[src/rtl/seq_gf_int_multiplier.sv]
// seq_gf_int_multiplier: iterative unsigned / GF(2^WIDTH) multiplier retiring one multiplier bit per clock.
// Fixed WIDTH-cycle latency regardless of operand values, so timing leaks nothing about the data.
module seq_gf_int_multiplier #(
    parameter int              WIDTH = 8,
    parameter logic [WIDTH:0]  POLY  = 9'h11B
) (
    input  logic                 clk,
    input  logic                 rst,
    input  logic                 in_valid,
    output logic                 in_ready,
    input  logic [WIDTH-1:0]     a,
    input  logic [WIDTH-1:0]     b,
    input  logic                 mode,
    output logic                 out_valid,
    input  logic                 out_ready,
    output logic [2*WIDTH-1:0]   z,
    output logic                 busy
);
    localparam int CW = $clog2(WIDTH);

    typedef enum logic [1:0] {IDLE, CALC, DONE} state_t;

    state_t               state_q, state_d;
    logic [CW-1:0]        cnt_q, cnt_d;
    logic [WIDTH-1:0]     a_q, a_d, b_q, b_d, p_q, p_d, p_sh;
    logic                 mode_q, mode_d, last;
    logic [2*WIDTH-1:0]   acc_q, acc_d, z_q, z_d;

    always_ff @(posedge clk) begin
        if (rst) begin
            state_q <= IDLE;
            cnt_q   <= '0;
            a_q     <= '0;
            b_q     <= '0;
            mode_q  <= 1'b0;
            p_q     <= '0;
            acc_q   <= '0;
            z_q     <= '0;
        end else begin
            state_q <= state_d;
            cnt_q   <= cnt_d;
            a_q     <= a_d;
            b_q     <= b_d;
            mode_q  <= mode_d;
            p_q     <= p_d;
            acc_q   <= acc_d;
            z_q     <= z_d;
        end
    end

    // Both datapaths step every CALC cycle; mode only selects which one lands in z.
    always_comb begin
        state_d = state_q;
        cnt_d   = cnt_q;
        a_d     = a_q;
        b_d     = b_q;
        mode_d  = mode_q;
        p_d     = p_q;
        acc_d   = acc_q;
        z_d     = z_q;
        last    = cnt_q == CW'(WIDTH-1);
        p_sh    = {p_q[WIDTH-2:0], 1'b0} ^ (p_q[WIDTH-1] ? POLY[WIDTH-1:0] : '0);
        case (state_q)
            IDLE: if (in_valid) begin
                a_d     = a;
                b_d     = b;
                mode_d  = mode;
                acc_d   = '0;
                p_d     = '0;
                cnt_d   = '0;
                state_d = CALC;
            end
            CALC: begin
                acc_d = b_q[cnt_q] ? acc_q + ({{WIDTH{1'b0}}, a_q} << cnt_q) : acc_q;
                p_d   = b_q[CW'(WIDTH-1) - cnt_q] ? p_sh ^ a_q : p_sh;
                cnt_d = cnt_q + CW'(1);
                if (last) begin
                    state_d = DONE;
                    z_d     = mode_q ? {{WIDTH{1'b0}}, p_d} : acc_d;
                end
            end
            DONE: if (out_ready) state_d = IDLE;
            default: state_d = IDLE;
        endcase
    end

    assign in_ready  = state_q == IDLE;
    assign busy      = state_q != IDLE;
    assign out_valid = state_q == DONE;
    assign z         = z_q;
endmodule

[config.mk]
export PLATFORM = sky130hd
export DESIGN_NAME = seq_gf_int_multiplier
export DESIGN_NICKNAME = d
export VERILOG_FILES = /design/src/rtl/seq_gf_int_multiplier.sv
export SDC_FILE = /design/constraint.sdc
export NUM_CORES = 1
export LEC_CHECK = 0
export ABC_AREA = 1
export CORE_UTILIZATION = 40
export CTS_BUF_LIST = sky130_fd_sc_hd__clkbuf_16
export DETAILED_ROUTE_END_ITERATION = 6
export PLACE_DENSITY = 0.61
export SLEW_MARGIN = 15
export SYNTH_ARGS = -nofsm -noshare
export SYNTH_HDL_FRONTEND = slang
export SYNTH_SLANG_ARGS = --single-unit
[constraint.sdc]
create_clock -name clk -period 5.2 [get_ports clk]
set_clock_uncertainty 0.2 [all_clocks]
set_input_delay 1.04 -clock clk [delete_from_list [all_inputs] [get_ports clk]]
set_output_delay 1.04 -clock clk [all_outputs]
set_load 0.02 [all_outputs]
==> metrics <==
core area=around 10000 um2; final setup violating endpoints=0; Overflow after GRT=0; Final period util=between 60 and 70%; Syn Inst Count=about 650; Hold Crit Class=reg2reg; htree depth=3; initial drt markers=240; Via density=slightly above 5; vias post-DR=~4100; Setup TNS=0 ns; reg-to-reg setup timing slack=roughly 2.0 ns; CP required=~5.3 ns; Root Driver=clkbuf_16; leakage=2.17 nW; die height=~100 um; final wirelength=about 11000 um; post-layout power=1.30 mW; max-cap violation count=0; CP arrival=3.29 ns; depth of the worst register-to-register path=13; Fin. Hold Viols=0; Total Nets Final=715; clock sinks=between 60 and 70; number of CTS-inserted buffers=9; CP endpoint kind=flop; Peak Freq=between 300 and 400 MHz; Worst Tran Pin Value=0.809 ns; post-CTS resize count=0; hold path depth=2; GRT Total Usage=about 22%; Crit Path Class=reg2reg; critical path fanouts, max=20; VDD IR max=around 0.00019 V; FP Rows=36; antenna violation net count after detailed routing=0; RD Place Congestion=between 0.8 and 0.9; first-pass GRT wire length=~19000 um; cell area power density=267 nW/um2; Post-DP HPWL=~8500 um; Yosys cell types=37; Area growth syn-to-layout=16.2%; Post-Syn Area=4190 um2; worst r2r src=cnt_q[1]$_SDFFE_PP0P_; I/O pins=40; number of global-route vias before repair=3852; wire per inst=about 14 um; YS warnings=0; largest net degree at the start of global routing=between 40 and 50; initial core utilization=42.1%; Horiz. Die Dim=104 um; Clk pin slew, worst setup/hold paths=0.05 ns; unrepaired setup endpoints after global routing=no; die area=10900 um2; Critical R2R Capture=z[15]$_SDFFE_PP0P_; 1st-pass router iterations=5; Syn Nets=691; # diodes=0; fin crit period=3.23 ns; Hold Path End=z[14]$_SDFFE_PP0P_; Port Buffers=39; clk_lat worst skew=about 0.33 ns; sequential area share after synthesis=around 30%; Seq cells post-synth=62; antenna violations before repair=0; hold path start=z[14]$_SDFFE_PP0P_; Setup crit start kind=flop; DRC=0; hold buffers post-CTS=0; Max Root-Sink Buffers=2; fraction of layout cells with a size suffix above 1=about 5.9%; outcome=finished clean; Slew headroom=around 46%; Post-CTS Setup Bufs=0; average size of a mapped cell=6.42 um2; Pins Over Slew Limit=0; CTS tree=done
[sequential cells by signal, indices dropped and copies added, names as in the netlist]
name / flops
a_q: 8
acc_q: 16
b_q: 8
cnt_q: 3
mode_q: 1
p_q: 8
state_q: 2
z: 16
[cells by family (layout without fill, tap and decap cells)]
family,count (synthesis),count (layout),share of synthesized area [%]
buf+inv,107,135,10.7
simple gates,345,345,37.2
compound gates,102,102,13.0
fa+ha+maj,18,18,5.56
flops,62,62,29.6
mux,5,5,1.19
xor+xnor,13,13,2.72
[layout by cell type (no fill, tap or decap), types with 2 or more instances in the layout]
cell and n:
o211ai_1 3, nor2_1 48, ha_1 17, dfxtp_1 62, buf_4 2, xnor2_1 4
clkbuf_16 9, a21oi_2 3, mux2i_1 5, nand2_4 2, or2_2 6, a21oi_1 55
o21ai_1 5, nand3_2 5, xor2_1 9, o21ai_0 32, clkinv_2 4, nand2_1 187
nand3_1 73, clkdlybuf4s50_1 39, nor3_1 3, nand4_1 5, inv_1 79, nand3_4 2
nand3b_1 8, nor2_4 2
[power by group]
group | internal [mW] | leakage (nW) | switching (mW) | total, mW
Clock | 0.313 | 0.132 | 0.210 | 0.523
Sequential | 0.497 | 0.505 | 0.0216 | 0.519
Combinational | 0.0907 | 1.53 | 0.164 | 0.255
Total | 0.901 | 2.17 | 0.396 | 1.30
[layer usage]
layer  share of wire (%)  track usage [%]
met1                  49             31.3
met2                  44             35.0
met3                 5.3             2.32
met4                 1.5             7.76
met5                   0                0
[synth_stat cells, drive strengths merged]
master | number | area [um2]
dfxtp | 62 | 1240
buf | 17 | 110
xor2 | 9 | 78.8
o211ai | 4 | 35.0
nand4 | 5 | 31.3
ha | 17 | 213
a31oi | 1 | 6.26
nor3 | 3 | 15.0
nand3b | 9 | 80.1
a21oi | 58 | 302
or2 | 7 | 43.8
mux2i | 5 | 50.1
o21ai | 37 | 185
fa | 1 | 20.0
inv | 79 | 297
nand3 | 80 | 450
nand2 | 189 | 724
xnor2 | 4 | 35.0
and2 | 1 | 6.26
nor2 | 51 | 209
clkbuf | 11 | 41.3
o21a | 1 | 7.51
a211oi | 1 | 7.51
[through the flow]
stage	util [%]	cell area, um2	setup slack [ns]	instances	hold WS, ns
4_1_cts	48.9	4870	1.87	813	0.263
6_report	48.9	4870	1.97	813	0.260
5_1_grt	48.9	4870	1.70	813	0.277
2_1_floorplan	-	4190	2.53	652	0.249
3_3_place_gp	46.3	4610	1.79	798	0.252
3_5_place_dp	46.3	4610	1.71	798	0.255
[critical path, stage by stage (launching register included)]
cell,delay (ns)
dfxtp_1,0.74
inv_2,0.24
o21ai_0,0.29
o21ai_0,0.17
ha_1,0.43
nand2_1,0.12
nor2_1,0.18
and2_1,0.14
nand2_1,0.05
nand2_1,0.14
nand3b_1,0.11
nand2_1,0.12
nand2_1,0.07
a21oi_2,0.14
[final cells by class]
class                   instances  area, um2
repair buffers                 41        405
well taps                     133        166
clock buffers                   9        225
fillers                      1017       5090
multi-input cells             483       2500
flip-flops and latches         62       1240
clock inverters                 6       31.3
inverters                      79        297
[worst max-delay path by stage]
| stage | cells after the start | slack, ns | to | start |
|---|---|---|---|---|
| after floorplan | 18 | 2.53 | z[15]$_SDFFE_PP0P_ | cnt_q[0]$_SDFFE_PP0P_ |
| after global placement | 6 | 1.79 | acc_q[15]$_SDFFE_PP0P_ | in_valid |
| after CTS | 8 | 1.87 | z[6]$_SDFFE_PP0P_ | state_q[0]$_SDFFE_PP0P_ |
| after detailed placement | 6 | 1.71 | acc_q[15]$_SDFFE_PP0P_ | in_valid |
| after global routing | 13 | 1.70 | z[15]$_SDFFE_PP0P_ | cnt_q[2]$_SDFFE_PP0P_ |
| final | 13 | 1.97 | z[15]$_SDFFE_PP0P_ | cnt_q[1]$_SDFFE_PP0P_ |
(Power assumes the default switching activity.)
